File: src/rtl/ccd_frame_writer.sv
`default_nettype none
// ============================================================================
//  Module      : ccd_frame_writer
//  Description : Packs 8-bit CCD pixel bytes into DSIZE-bit words for the
//                SDRAM write FIFO. The write-port address/FIFO is reloaded
//                only during vertical blank. Line, byte and frame counts
//                are tracked, and words dropped on FIFO-full are flagged.
//  Revision    : 1.0 - initial release
// ============================================================================
module ccd_frame_writer #(
  parameter int DSIZE       = 16,
  parameter int LOAD_CYCLES = 4
) (
  input  logic             CLK,
  input  logic             RESET,
  input  logic             iSTART,
  input  logic             iFVAL,
  input  logic             iLVAL,
  input  logic [7:0]       iDATA,
  input  logic             iFULL,
  output logic [DSIZE-1:0] oWR_DATA,
  output logic             oWR,
  output logic             oWR_LOAD,
  output logic [11:0]      oX_CNT,
  output logic [11:0]      oY_CNT,
  output logic [15:0]      oFRAME_CNT,
  output logic             oOVERFLOW,
  output logic             oBUSY
);

  localparam int LW = (LOAD_CYCLES > 1) ? $clog2(LOAD_CYCLES) : 1;
  localparam logic [LW-1:0] c_LOAD_LAST = LW'(LOAD_CYCLES - 1);
  localparam logic [11:0]   c_CNT_MAX   = 12'hFFF;

  typedef enum logic [2:0] {
    S_IDLE    = 3'd0,
    S_ARM     = 3'd1,
    S_LOAD    = 3'd2,
    S_SYNC    = 3'd3,
    S_CAPTURE = 3'd4
  } state_t;

  state_t           r_state;
  logic             r_fval_prev;
  logic             r_lval_prev;
  logic [LW-1:0]    r_load_cnt;
  logic             r_phase;
  logic [7:0]       r_lo_byte;
  logic [DSIZE-1:0] r_wr_data;
  logic             r_wr;
  logic             r_wr_load;
  logic [11:0]      r_x_cnt;
  logic [11:0]      r_y_cnt;
  logic [15:0]      r_frame_cnt;
  logic             r_overflow;

  logic             w_fval_rise;
  logic             w_fval_fall;
  logic             w_lval_fall;
  logic             w_byte;
  logic [DSIZE-1:0] w_word;

  assign w_fval_rise = iFVAL & ~r_fval_prev;
  assign w_fval_fall = ~iFVAL & r_fval_prev;
  assign w_lval_fall = ~iLVAL & r_lval_prev;
  assign w_byte      = iFVAL & iLVAL;
  // High byte is the newest pixel, low byte the one stored on phase 0.
  assign w_word      = DSIZE'({iDATA, r_lo_byte});

  assign oWR_DATA   = r_wr_data;
  assign oWR        = r_wr;
  assign oWR_LOAD   = r_wr_load;
  assign oX_CNT     = r_x_cnt;
  assign oY_CNT     = r_y_cnt;
  assign oFRAME_CNT = r_frame_cnt;
  assign oOVERFLOW  = r_overflow;
  assign oBUSY      = (r_state != S_IDLE);

  // Delayed copies of the sync inputs for edge detection.
  always_ff @(posedge CLK) begin
    if (RESET) begin
      r_fval_prev <= 1'b0;
      r_lval_prev <= 1'b0;
    end else begin
      r_fval_prev <= iFVAL;
      r_lval_prev <= iLVAL;
    end
  end

  // Capture state machine with byte packing, counters and registered outputs.
  always_ff @(posedge CLK) begin
    if (RESET) begin
      r_state     <= S_IDLE;
      r_load_cnt  <= '0;
      r_phase     <= 1'b0;
      r_lo_byte   <= '0;
      r_wr_data   <= '0;
      r_wr        <= 1'b0;
      r_wr_load   <= 1'b0;
      r_x_cnt     <= '0;
      r_y_cnt     <= '0;
      r_frame_cnt <= '0;
      r_overflow  <= 1'b0;
    end else begin
      r_wr <= 1'b0;
      if (!iLVAL) r_x_cnt <= '0;
      if (w_lval_fall) r_phase <= 1'b0;

      case (r_state)
        S_IDLE: begin
          if (iSTART) r_state <= S_ARM;
        end

        // Wait for vertical blank so a reload never lands mid-frame.
        S_ARM: begin
          if (!iFVAL) begin
            r_state    <= S_LOAD;
            r_wr_load  <= 1'b1;
            r_load_cnt <= '0;
          end
        end

        S_LOAD: begin
          r_overflow <= 1'b0;
          if (r_load_cnt == c_LOAD_LAST) begin
            r_wr_load <= 1'b0;
            r_state   <= S_SYNC;
          end else begin
            r_load_cnt <= r_load_cnt + 1'b1;
          end
        end

        S_SYNC: begin
          if (w_fval_rise) begin
            r_state <= S_CAPTURE;
            r_x_cnt <= '0;
            r_y_cnt <= '0;
            r_phase <= 1'b0;
          end
        end

        S_CAPTURE: begin
          if (w_byte) begin
            if (r_x_cnt != c_CNT_MAX) r_x_cnt <= r_x_cnt + 1'b1;
            r_phase <= ~r_phase;
            if (!r_phase) begin
              r_lo_byte <= iDATA;
            end else if (iFULL) begin
              r_overflow <= 1'b1;
            end else begin
              r_wr      <= 1'b1;
              r_wr_data <= w_word;
            end
          end
          if (w_lval_fall && (r_y_cnt != c_CNT_MAX)) r_y_cnt <= r_y_cnt + 1'b1;
          // Frame end; iSTART only decides what follows, never aborts a frame.
          if (w_fval_fall) begin
            r_frame_cnt <= r_frame_cnt + 1'b1;
            if (iSTART) begin
              r_state    <= S_LOAD;
              r_wr_load  <= 1'b1;
              r_load_cnt <= '0;
            end else begin
              r_state <= S_IDLE;
            end
          end
        end

        default: r_state <= S_IDLE;
      endcase
    end
  end

endmodule
`default_nettype wire

File: config.mk
export PLATFORM = sky130hd
export DESIGN_NAME = ccd_frame_writer
export DESIGN_NICKNAME = d
export VERILOG_FILES = /design/src/rtl/ccd_frame_writer.sv
export SDC_FILE = /design/constraint.sdc
export NUM_CORES = 1
export LEC_CHECK = 0
export CAP_MARGIN = 30
export CORE_MARGIN = 1
export CORE_UTILIZATION = 51
export DETAILED_ROUTE_END_ITERATION = 16
export MAX_ROUTING_LAYER = met4
export PLACE_DENSITY = 0.9
export SYNTH_ARGS = -nofsm -noshare
export SYNTH_HDL_FRONTEND = slang
export SYNTH_SLANG_ARGS = --single-unit
File: constraint.sdc
create_clock -name CLK -period 2.9 [get_ports CLK]
set_clock_uncertainty 0.2 [all_clocks]
set_input_delay 0.435 -clock CLK [delete_from_list [all_inputs] [get_ports CLK]]
set_output_delay 0.435 -clock CLK [all_outputs]
set_load 0.01 [all_outputs]
==> flow_metrics.env <==
export IMPL_status="finished clean"
export IMPL_dp_slack_ns=0.234
export IMPL_slowest_stage="or4_4"
export IMPL_maxSlewHeadroom_pct=52.5
export IMPL_htree_num_levels=3
export IMPL_power_internal_mw=1.42
export IMPL_yosysSeqAreaShare_pct=42.8
export IMPL_dieArea_mm2=0.00722
export IMPL_fmax_mhz=403
export IMPL_min_path_type="in -> reg"
export IMPL_yosys_warnings=0
export IMPL_peakVddDrop_mv=0.348
export IMPL_rsz0062_at_grt="no"
export IMPL_final_cell_mix="dfxtp_1 (75), clkdlybuf4s50_1 (72), nor2_1 (42)"
export IMPL_arrival_ns=2.56
export IMPL_diodes=0
export IMPL_placed_area_mm2=0.00432
export IMPL_p_total_mw=1.92
export IMPL_std_cell_rows=29
export IMPL_worst_path_buf_inv=0
export IMPL_p_leak_nw=1.37
export IMPL_power_share_clock_pct=36.6
export IMPL_crit_reg2reg_launch="r_state[2]$_SDFFE_PP0P_"
export IMPL_place_congestion=0.907
export IMPL_fin_area_mm2=0.00449
export IMPL_synth_edf_count=0
export IMPL_final_antenna_net_count=0
export IMPL_hold_viol=0
export IMPL_syn_num_nets=423
export IMPL_synthArstFlopShare_pct=0
export IMPL_placed_cells=539
export IMPL_tns_ns=0
export IMPL_synth_seq_cells=75
export IMPL_holdCritStartpoint="RESET"
export IMPL_seqPwrFrac_pct=55.6
export IMPL_worstHoldPathCells=2
export IMPL_path_max_fanout=13
export IMPL_start_util_pct=54.1
export IMPL_ff2ff_path_depth=4
export IMPL_grt_pass1_wl_um=13900
export IMPL_powerDensity_mw_per_mm2=427
export IMPL_cts_tree="done"
export IMPL_cp_top_family="simple AND/OR/NAND/NOR gates"
export IMPL_critPathMaxStageDelay_ns=0.58
export IMPL_fp_dieW_um=85.0
export IMPL_finalMaxSlewViolations=0
export IMPL_io_pins=74
export IMPL_worst_hold_slack_ns=0.215
export IMPL_worstPathCellList="or3b_4, or4_4, or4_1, a21oi_1"
export IMPL_clk_path_buf_depth=2
export IMPL_worstMarginPinSlew_ns=0.705
export IMPL_port_buffers=73
export IMPL_whs_endpoint="r_phase$_SDFF_PP0_"
export IMPL_numCtsBuffers=9
export IMPL_combinationalPowerShare_pct=7.8
export IMPL_rrSetupSlack_ns=0.42
export IMPL_via_per_inst=6.08
export IMPL_min_period_ns=2.48
export IMPL_layout_commonest_cell="dfxtp_1"
export IMPL_drc_errors=0
export IMPL_firstDrtPassIters=5
export IMPL_grt_use_total_pct=24.2
export IMPL_synthCells=405
export IMPL_finalCritPeriodShare_pct=85.5
export IMPL_p_switching_mw=0.495
export IMPL_grt_max_degree=55
export IMPL_fin_ws_ns=0.420
export IMPL_antenna_found_initial=0
export IMPL_startpoint_type="register"
export IMPL_area_growth_pct=27.9
export IMPL_drt_total_wl_um=8360
export IMPL_r2r_end="oY_CNT[9]$_SDFFE_PP0P_"
export IMPL_fin_nets=491
export IMPL_worstSetupPathType="reg -> reg"
export IMPL_core_mm2=0.00649
export IMPL_fin_cells=555
export IMPL_cts_sinks=75
export IMPL_end_kind="register"
export IMPL_fp_dieH_um=85.0
export IMPL_drive_above_1_share_pct=7.53
export IMPL_grt_overflow_total=0
export IMPL_cts_root_buffer="clkbuf_8"
export IMPL_drt_wirelength_per_cell_um=15.1
export IMPL_drtIter0Drc=191
export IMPL_grt_pass1_vias=3010
export IMPL_switching_share_pct=25.8
export IMPL_clock_latency_ns=0.35
export IMPL_finish_utilization_pct=69.1
export IMPL_crit_required_ns=2.98
export IMPL_cap_violations=0
export IMPL_syn_avg_cell_area_um2=8.67
export IMPL_yosysUniqueCellTypes=53
export IMPL_synth_area_mm2=0.00351
export IMPL_post_dp_hpwl_um=5620
export IMPL_clkTransAtPathRegs_ns=0.08
export IMPL_setup_viol=0
export IMPL_synth_top_flop_cell="dfxtp_1"
export IMPL_vias=3374
-- kinds of logic after synthesis --
group / count (synthesis) / synth area share [%]
simple gates: 170 / 26.4
fa+ha+maj: 4 / 1.43
compound gates: 91 / 16.9
flops: 75 / 42.8
mux: 25 / 7.13
buf+inv: 33 / 3.74
xor+xnor: 7 / 1.75
-- cell usage after synthesis, drive strengths merged (4+ instances only) --
cell type / count / area (µm²)
a211oi: 4 / 30.0
clkbuf: 20 / 75.1
o31ai: 12 / 90.1
nand2b: 6 / 37.5
nand3: 21 / 105
dfxtp: 75 / 1500
or3: 10 / 62.6
ha: 4 / 50.1
a311oi: 8 / 70.1
or4: 14 / 109
nor2b: 5 / 31.3
nor3b: 4 / 30.0
o21ai: 16 / 80.1
and3: 4 / 25.0
a21oi: 29 / 145
mux2i: 25 / 250
nand4: 9 / 56.3
inv: 7 / 26.3
buf: 6 / 30.0
nor3: 8 / 40.0
nand3b: 5 / 37.5
a31oi: 5 / 31.3
xnor2: 4 / 35.0
nor2: 42 / 158
nor4: 7 / 43.8
nand2: 22 / 82.6
-- registers in the layout, indices dropped and copies added (netlist names) --
register / flops
oFRAME_CNT: 16
oOVERFLOW: 1
oWR: 1
oWR_DATA: 16
oWR_LOAD: 1
oX_CNT: 12
oY_CNT: 12
r_fval_prev: 1
r_lo_byte: 8
r_load_cnt: 2
r_lval_prev: 1
r_phase: 1
r_state: 3
-- power by group through the flow --
stage	Sequential, mW	Clock (mW)	Combinational (mW)
CTS	1.07	0.719	0.149
finish	1.07	0.702	0.150
global placement	1.09	0	0.144
detailed placement	1.09	0	0.147
global route	1.07	0.762	0.165
floorplan	1.08	0	0.101
-- layer usage --
metal | GRT usage (%) | share of wire [%]
met3 | 4.57 | 6.9
met1 | 30.1 | 44
met4 | 11.1 | 1.6
met2 | 38.3 | 48
met5 | - | 0
-- how the worst max path moves through the flow --
stage,start,end,slack (ns),cells after the start
after global routing,oX_CNT[0]$_SDFF_PP0_,oX_CNT[8]$_SDFF_PP0_,0.20,5
after CTS,oX_CNT[0]$_SDFF_PP0_,oX_CNT[8]$_SDFF_PP0_,0.23,5
after global placement,iFVAL,oWR_DATA[14]$_SDFFE_PP0P_,0.33,7
after detailed placement,oX_CNT[0]$_SDFF_PP0_,oX_CNT[8]$_SDFF_PP0_,0.23,5
after floorplan,oX_CNT[0]$_SDFF_PP0_,oX_CNT[6]$_SDFF_PP0_,0.67,5
final,r_state[2]$_SDFFE_PP0P_,oY_CNT[9]$_SDFFE_PP0P_,0.42,4
-- area by class of cell --
type	instances	area (µm²)
Clock buffer	10	128
Clock inverter	6	41.3
Fill cell	515	2000
Inverter	7	26.3
Multi-Input combinational cell	297	1900
Sequential cell	75	1500
Tap cell	77	96.3
Timing Repair Buffer	83	801
-- what timing repair did --
item                                    in CTS  in global routing
endpoints found under the setup margin       0                  6
resized for setup                            0                  1
hold buffers                                 0                  0
setup buffers                                0                  0
Power figures use the tool's default switching activity.
